## config.mk

```make
export PLATFORM = sky130hd
export DESIGN_NAME = seg_scan_driver
export DESIGN_NICKNAME = d
export VERILOG_FILES = /design/src/rtl/seg_pkg.sv /design/src/rtl/hex_to_seg.sv /design/src/rtl/seg_scan_driver.sv
export SDC_FILE = /design/constraint.sdc
export NUM_CORES = 1
export LEC_CHECK = 0
export CAP_MARGIN = 30
export CORE_MARGIN = 4
export CORE_UTILIZATION = 53
export CTS_BUF_LIST = sky130_fd_sc_hd__clkbuf_8
export DETAILED_ROUTE_END_ITERATION = 8
export GPL_TIMING_DRIVEN = 0
export PLACE_DENSITY = 0.81
export SYNTH_ARGS = -nofsm -noshare
export SYNTH_HDL_FRONTEND = slang
export SYNTH_SLANG_ARGS = --single-unit
```

## constraint.sdc

```tcl
create_clock -name clk -period 1.95 [get_ports clk]
set_input_delay 0.585 -clock clk [delete_from_list [all_inputs] [get_ports clk]]
set_output_delay 0.585 -clock clk [all_outputs]
set_load 0.02 [all_outputs]
```

## src/rtl/seg_pkg.sv

```systemverilog
// Shared constants for the seven-segment scan driver: the hex glyph table,
// the all-off segment pattern and the scan state encoding.
package seg_pkg;

    localparam logic [6:0] SEG_OFF = 7'b1111111;

    // Active-low {g,f,e,d,c,b,a}; entry n is the glyph for hex digit n (listed F down to 0).
    localparam logic [15:0][6:0] SEG_TABLE = {
        7'b0001110, 7'b0000110, 7'b0100001, 7'b1000110,
        7'b0000011, 7'b0001000, 7'b0010000, 7'b0000000,
        7'b1111000, 7'b0000010, 7'b0010010, 7'b0011001,
        7'b0110000, 7'b0100100, 7'b1111001, 7'b1000000
    };

    typedef enum logic {
        BLANK = 1'b0,
        DRIVE = 1'b1
    } scan_state_t;

endpackage

```

## src/rtl/hex_to_seg.sv

```systemverilog
// Combinational hex nibble to active-low seven-segment glyph lookup.
module hex_to_seg
    import seg_pkg::*;
(
    input  logic [3:0] hex,
    output logic [6:0] seg_n
);

    assign seg_n = SEG_TABLE[hex];

endmodule

```

## src/rtl/seg_scan_driver.sv

```systemverilog
// Time-multiplexed common-anode seven-segment driver with a frame-synchronous
// display buffer, an anti-ghosting blank gap per digit and leading-zero blanking.
module seg_scan_driver
    import seg_pkg::*;
#(
    parameter int DIGITS       = 3,
    parameter int SLOT_CYCLES  = 50000,
    parameter int BLANK_CYCLES = 16
) (
    input  logic                clk,
    input  logic                rst,
    input  logic [4*DIGITS-1:0] data_in,
    input  logic                we,
    input  logic                blank_lz,
    output logic [6:0]          seg_n,
    output logic [DIGITS-1:0]   an_n,
    output logic                frame_done
);

    localparam int CNT_W = (SLOT_CYCLES > 1) ? $clog2(SLOT_CYCLES) : 1;
    localparam int IDX_W = (DIGITS > 1) ? $clog2(DIGITS) : 1;
    localparam logic [CNT_W-1:0] SLOT_LAST  = CNT_W'(SLOT_CYCLES - 1);
    localparam logic [CNT_W-1:0] BLANK_LAST = CNT_W'(BLANK_CYCLES - 1);
    localparam logic [IDX_W-1:0] DIGIT_LAST = IDX_W'(DIGITS - 1);

    logic [4*DIGITS-1:0] shadow;
    logic [4*DIGITS-1:0] disp;
    logic [CNT_W-1:0]    slot_cnt;
    logic [IDX_W-1:0]    digit_idx;
    scan_state_t         state;
    scan_state_t         state_next;
    logic                slot_wrap;
    logic [3:0]          nibble;
    logic                all_zero;
    logic                suppress;
    logic [6:0]          glyph;
    logic [6:0]          seg_next;
    logic [DIGITS-1:0]   an_next;

    assign slot_wrap  = (slot_cnt == SLOT_LAST);
    assign frame_done = slot_wrap && (digit_idx == DIGIT_LAST);

    // The CPU writes into shadow at any time; disp only follows it at the frame boundary.
    always_ff @(posedge clk or posedge rst) begin
        if (rst) begin
            shadow <= '0;
            disp   <= '0;
        end else begin
            if (we)
                shadow <= data_in;
            if (frame_done)
                disp <= shadow;
        end
    end

    always_ff @(posedge clk or posedge rst) begin
        if (rst) begin
            slot_cnt  <= '0;
            digit_idx <= '0;
        end else if (slot_wrap) begin
            slot_cnt  <= '0;
            digit_idx <= (digit_idx == DIGIT_LAST) ? '0 : digit_idx + 1'b1;
        end else begin
            slot_cnt <= slot_cnt + 1'b1;
        end
    end

    // Walk from the top digit down so all_zero means "this nibble and every higher one is 0".
    always_comb begin
        nibble   = '0;
        all_zero = 1'b1;
        suppress = 1'b0;
        for (int i = DIGITS - 1; i >= 0; i--) begin
            all_zero = all_zero && (disp[4*i +: 4] == 4'h0);
            if (digit_idx == IDX_W'(i)) begin
                nibble   = disp[4*i +: 4];
                suppress = blank_lz && (i != 0) && all_zero;
            end
        end
    end

    hex_to_seg u_hex_to_seg (
        .hex   (nibble),
        .seg_n (glyph)
    );

    always_ff @(posedge clk or posedge rst) begin
        if (rst)
            state <= BLANK;
        else
            state <= state_next;
    end

    always_comb begin
        state_next = state;
        an_next    = '1;
        seg_next   = SEG_OFF;
        if (slot_wrap)
            state_next = BLANK;
        else if (slot_cnt == BLANK_LAST)
            state_next = DRIVE;
        if (state == DRIVE) begin
            for (int i = 0; i < DIGITS; i++) begin
                if (digit_idx == IDX_W'(i))
                    an_next[i] = 1'b0;
            end
            seg_next = suppress ? SEG_OFF : glyph;
        end
    end

    // Anodes and segments leave through one register stage so they always switch together.
    always_ff @(posedge clk or posedge rst) begin
        if (rst) begin
            seg_n <= SEG_OFF;
            an_n  <= '1;
        end else begin
            seg_n <= seg_next;
            an_n  <= an_next;
        end
    end

endmodule

```

### After elaboration in Yosys (flattened, before gate mapping)

Memory sizes are Yosys's and may differ from the RTL's.
Index checks and enable logic that the tools add are counted.

* flip-flop bits (word level): 53
* latch bits: 0
* memory bits (writable): 0
* memory bits (read-only): 112
* input bits: 16
* output and inout bits: 11
* logic and storage cells: 40
* memories kept: 1

* $add $sub $neg: 2
* multiply operators: 0
* divide/modulo/power cells: 0
* order comparisons: 1
* equality and inequality tests: 4
* shifts and indexed selects: 0
* mux-type cells: 17
* bitwise gates (word level): 0
* reductions and logical operators: 8

Memory list
* (no name shown): words 16, bits a word 7, rd ports 1, clocked after Yosys merged registers in 0, wr ports 0, line hex_to_seg.sv:9 `assign seg_n = SEG_TABLE[hex];`

Operators with widths (number)
* 2-to-1 mux 7 bit: 3
* adder 16 x 1 -> 16 bit, second input constant: 1
* equality test 16 bit, second input constant: 1
* equality test 16 x 4 -> 1 bit, second input constant: 1
* 2-to-1 mux 16 bit: 1
* 2-to-1 mux 4 bit: 3
* zero test 4 bit: 2
* 2-to-1 mux 1 bit: 8
* less-than comparator 4 x 5 -> 1 bit, second input constant: 1
* logical AND 1 bit: 4
* 2-to-1 mux 3 bit: 1
* adder 2 x 1 -> 2 bit, second input constant: 1
* equality test 2 x 1 -> 1 bit, second input constant: 1
* equality test 2 bit, second input constant: 1
* zero test 2 bit: 1
* 2-to-1 mux 2 bit: 1
* nonzero test 2 bit: 1

### Longest topological paths before layout

* depth in word-level cells: 8
* depth in mapped cells: 9
* depth with buffers taken out: 8

### By module

A second synthesis with hierarchy kept.

* cells, all modules: 209
* area total of the unflattened synthesis: 2565.0 sq um

Modules (own cells, without submodules)
* seg_scan_driver: times used 1, cells an instance 177, area each 2289.7 sq um, seq. area each 1338.8 sq um
* hex_to_seg: times used 1, cells an instance 32, area each 275.3 sq um, seq. area each 0.0 sq um

### Worst setup path before layout

Ideal clock, no wire load.

* kind: flip-flop to output port
* start point: register slot_cnt[0]
* end point: output port frame_done
* data arrival time: 1.383 ns
* data required time: 1.365 ns
* path slack: -0.018 ns
* cell stages (with the launch flop): 5
* buffers on the path: 0
* cell sequence: dfrtp_1 > ha_1 > and3_2 > nand3_1 > nor3_1

* longest elaborated chain between the ends: 2

RTL lines
* start: declaration: line seg_scan_driver.sv:28 `logic [CNT_W-1:0] slot_cnt;`
* start signal: assignment: line seg_scan_driver.sv:64 `slot_cnt <= slot_cnt + 1'b1;`
* equality test 16 bit: line seg_scan_driver.sv:40 `assign slot_wrap = (slot_cnt == SLOT_LAST);`
* logical AND 1 bit: line seg_scan_driver.sv:41 `assign frame_done = slot_wrap && (digit_idx == DIGIT_LAST);`
* end: declaration: line seg_scan_driver.sv:17 `output logic frame_done`

Every way passes these cells.

### Worst setup path in the final report

* start point: register slot_cnt[12]
* end point: output port frame_done

Same word-level chain as after synthesis.

==> results list <==
- Distinct cell type count of the synthesized netlist: 47
* Die area: 0.005937 mm^2
* Post-placement setup slack: -0.3955 ns
* Max incr delay on CP: 0.43 ns
- The first detailed-routing pass ran for 4 iterations.
* Dominant cells by area after synthesis: sky130_fd_sc_hd__dfrtp_1, sky130_fd_sc_hd__mux2_2, sky130_fd_sc_hd__dfstp_2
* Latest clock arrival within the worst-skew pair: 0.31 ns
* Growth of design area from synthesis to finish: 25.05%
* Die height: 77.06 um
- Along the worst path, the maximum fanout reaches 2.
* Worst setup EP type: primary output
* Max-slew violation count: 0
* Final period utilization: 106.0%
* Flip-flop and latch count after synthesis: 53
* Worst Path Required: 1.36 ns
- Using the TritonRoute via totals, the vias-per-cell ratio works out to 5.666.
- In this run, CTS created clock tree buffers numbering 5.
- Sort of element at the start of the critical path: register
- Post-synth net total: 225
- The largest individual stage delay along the critical path comes from the cell sky130_fd_sc_hd__dfrtp_1.
- The share of synthesized area in the top cell type comes to 42.57%.
* Mapped Cells: 202
- For this block, the routed nets add up to 4597 um of wire.
- Leakage: 1.422 nW
- VDD sags by at most 0.5581 mV.
- Peak Freq: 483.6 MHz
* Antenna violations before repair: 0
- For the final database, setup skew stands at 0.01430 ns.
- Setup repair after global routing missed its margin: true
- After global routing, the most crowded layer is met2.
- In the synthesized netlist the async set-or-reset flop fraction comes to 100.0%.
* Number of cells on the worst reg-to-reg path: 7
* Antenna Diode Count: 0
- Residual antenna-violating net count after detailed routing: 0
- Counting every sink on the clock net gives 53.
- The total overflow left after global routing is 0.
- For this run, the post-layout net count is 275.
- Average wire length per cell after detail routing: 15.07 um
* Post-detail-place hpwl: 3156 um
* TritonCTS clock tree: built
* Fraction of the yosys area taken by sequential cells: 52.97%
- Setup violations remaining at the end of the flow were counted as 11.
- Tot GR Track Use: 16.61%
- Level count of the clock H-tree: 2
- For flop-to-flop paths, the worst setup slack is -0.12 ns.
- Prevailing post-synth register cell: sky130_fd_sc_hd__dfrtp_1
- Warnings, synthesis: 0
- Post-Synthesis Cell Area: 0.002527 mm^2
* First-pass GRT wire length: 8017 um
- Die boundary width: 77.06 um
- Largest net degree at the start of global routing: 30
- Met1 usage: 22.21%
* Worst slew margin relative to its limit: 65.11%
* Run status: finished with violations
* Number of buffers on the longest clock path: 2
- The startpoint identified for the worst register-to-register timing path is slot_cnt[12]$_DFF_PP0_.
- Number of placement rows: 24
* Root buffer selected by CTS: sky130_fd_sc_hd__clkbuf_8
- After clock tree synthesis, the flow added hold-fix buffers numbering 0.
- Reg clk slew, reported paths: 0.10 ns
- PwrDens: 619.6 mW/mm^2
* Final Core Density: 70.64%
- Summing over every cut layer, the via total after detailed routing is 1,728.
* Number of enable-type register cells in the synthesized netlist: 0
* Dominant cell type by area after synthesis: sky130_fd_sc_hd__dfrtp_1
- Final Wtd Congestion: 0.8442
- The via count of the first global-routing pass is 1,751.
- Max-cap violation count: 0
- Worst Setup Slack, final: -0.1179 ns
- In this run the critical register-to-register path is captured at disp[7]$_DFFE_PP0P_.
- Termination of the worst setup path: frame_done
- Critical Path Source: slot_cnt[12]$_DFF_PP0_
* WHS: 0.4982 ns
- Subtracting the final worst setup slack from the clock period gives 2.068 ns.
- Met3 Track Usage GR: 3.513%
* Post-Syn Area per Cell: 12.51 um^2
- Hold crit path type: reg -> reg
- Post-route DRC violation count: 0
- Share of cells above drive strength 1: 36.76%
- Count of buffers inserted at the top-level ports: 26
- The checks that failed: setup timing.
- The final hold violation count is 0.
* Global routing usage on met2: 27.61%
- Tightest Pin Transition: 0.5225 ns
* Initial DRC Count: 89
- Core Box Area: 0.004474 mm^2
* Data arrival time of the worst path: 1.48 ns
- 27 I/O pins were placed.
* Setup TNS after final layout: -1.188 ns
* Cell-by-cell listing of the critical path: nor4_4, nand3_2, nor3_2, buf_4
- Initial Util: 56.49%
- Worst setup path class: reg -> out
## layer usage
metal | part of all wire, % | vias up
met1 | 47 | 852
met2 | 48 | 33
met3 | 3.5 | 5
li1 | - | 838
met4 | 1.0 | 0
met5 | 0 | -
## critical path, delay by kind of cell (launching register included)
kind | cells | cell delay [ns]
AND/OR/NAND/NOR | 3 | 0.59
flip-flops | 1 | 0.43
buffers and inverters | 1 | 0.16
## cell usage after synthesis (2+ instances only)
master	instances
sky130_fd_sc_hd__dfrtp_1	43
sky130_fd_sc_hd__mux2_2	28
sky130_fd_sc_hd__nand2_1	12
sky130_fd_sc_hd__dfstp_2	10
sky130_fd_sc_hd__nor2_1	10
sky130_fd_sc_hd__inv_1	9
sky130_fd_sc_hd__ha_1	7
sky130_fd_sc_hd__xor2_1	7
sky130_fd_sc_hd__mux2i_1	6
sky130_fd_sc_hd__nand3_1	6
sky130_fd_sc_hd__o221ai_1	6
sky130_fd_sc_hd__xnor2_1	6
sky130_fd_sc_hd__a211oi_1	5
sky130_fd_sc_hd__nor3_1	4
sky130_fd_sc_hd__nand4_1	3
sky130_fd_sc_hd__nor2b_1	3
sky130_fd_sc_hd__a21oi_1	2
sky130_fd_sc_hd__a2bb2oi_1	2
sky130_fd_sc_hd__and3_2	2
sky130_fd_sc_hd__and4_1	2
sky130_fd_sc_hd__nor4_1	2
sky130_fd_sc_hd__o21a_1	2
## cells by family (layout without fill, tap and decap cells)
kind of cell / after synthesis / in the layout / synth area share, %
XOR/XNOR: 13 / 13 / 4.505
buffers and inverters: 13 / 64 / 2.425
multiplexers: 34 / 34 / 14.85
flip-flops: 53 / 53 / 52.97
AND/OR/NAND/NOR: 56 / 56 / 13.71
adder cells (fa/ha/maj): 7 / 7 / 3.465
AO/OA/AOI/OAI: 26 / 26 / 8.069
## registers in the layout (all words and copies together) (netlist names)
register / count
seg_n: 7
an_n: 3
digit_idx: 2
slot_cnt: 16
disp: 12
shadow: 12
state: 1
## metrics by stage
| step | power (mW) | cells | instance area [um^2] |
|---|---|---|---|
| 3_5_place_dp | 1.248 | 281 | 2878 |
| 4_1_cts | 1.976 | 297 | 3073 |
| 6_report | 1.958 | 305 | 3161 |
| 2_1_floorplan | 1.198 | 202 | 2532 |
| 3_3_place_gp | 1.240 | 280 | 2858 |
| 5_1_grt | 2.032 | 305 | 3161 |
## what timing repair did
item / in CTS / in global routing
gates cloned: 0 / 0
resized for setup: 24 / 10
setup buffers: 8 / 8
endpoints found under the hold margin: 0 / 0
pin swaps: 2 / 3
endpoints found under the setup margin: 17 / 14
## report_power, final
group | total (mW) | internal (mW) | switching (mW) | leakage [nW]
Combinational | 0.0870 | 0.0527 | 0.0343 | 0.708
Sequential | 1.14 | 1.12 | 0.0130 | 0.654
Clock | 0.734 | 0.381 | 0.354 | 0.0595
Total | 1.96 | 1.56 | 0.401 | 1.42
## worst min-delay path by stage
stage                       endpoint  cells after the start                  start  slack (ns)
5_1_grt        shadow[6]$_DFFE_PP0P_                      1  shadow[6]$_DFFE_PP0P_        0.53
4_1_cts            an_n[2]$_DFF_PP1_                      1      state$_DFFE_PP0P_        0.50
6_report           an_n[0]$_DFF_PP1_                      1      state$_DFFE_PP0P_        0.50
2_1_floorplan      an_n[0]$_DFF_PP1_                      1      state$_DFFE_PP0P_        0.45
3_5_place_dp       an_n[2]$_DFF_PP1_                      1      state$_DFFE_PP0P_        0.48
3_3_place_gp   slot_cnt[0]$_DFF_PP0_                      1  slot_cnt[0]$_DFF_PP0_        0.48
## cells in the final DEF (no fill, tap or decap), types with 3 or more instances in the layout
master | Yosys | routed
sky130_fd_sc_hd__buf_4 | 1 | 17
sky130_fd_sc_hd__clkdlybuf4s50_1 | 0 | 15
sky130_fd_sc_hd__nand2_1 | 12 | 12
sky130_fd_sc_hd__ha_1 | 7 | 4
sky130_fd_sc_hd__dfrtp_1 | 43 | 40
sky130_fd_sc_hd__mux2_2 | 28 | 28
sky130_fd_sc_hd__a211oi_1 | 5 | 4
sky130_fd_sc_hd__dfrtp_2 | 0 | 3
sky130_fd_sc_hd__xnor2_1 | 6 | 6
sky130_fd_sc_hd__dlygate4sd2_1 | 0 | 10
sky130_fd_sc_hd__nor2_1 | 10 | 10
sky130_fd_sc_hd__clkbuf_8 | 0 | 5
sky130_fd_sc_hd__nand3_1 | 6 | 5
sky130_fd_sc_hd__o221ai_1 | 6 | 6
sky130_fd_sc_hd__mux2i_1 | 6 | 4
sky130_fd_sc_hd__nand4_1 | 3 | 3
sky130_fd_sc_hd__xor2_1 | 7 | 7
sky130_fd_sc_hd__dfstp_2 | 10 | 10
sky130_fd_sc_hd__inv_1 | 9 | 8
## layout make-up
cell class	instances	area, um^2
Sequential cell	53	1343
Fill cell	325	1314
Multi-Input combinational cell	136	1191
Timing Repair Buffer	43	385.4
Clock buffer	5	68.82
Tap cell	52	65.06
Clock inverter	3	42.54
Inverter	9	33.78
Buffer	4	31.28
No activity file was read; power rests on OpenSTA's default activity.
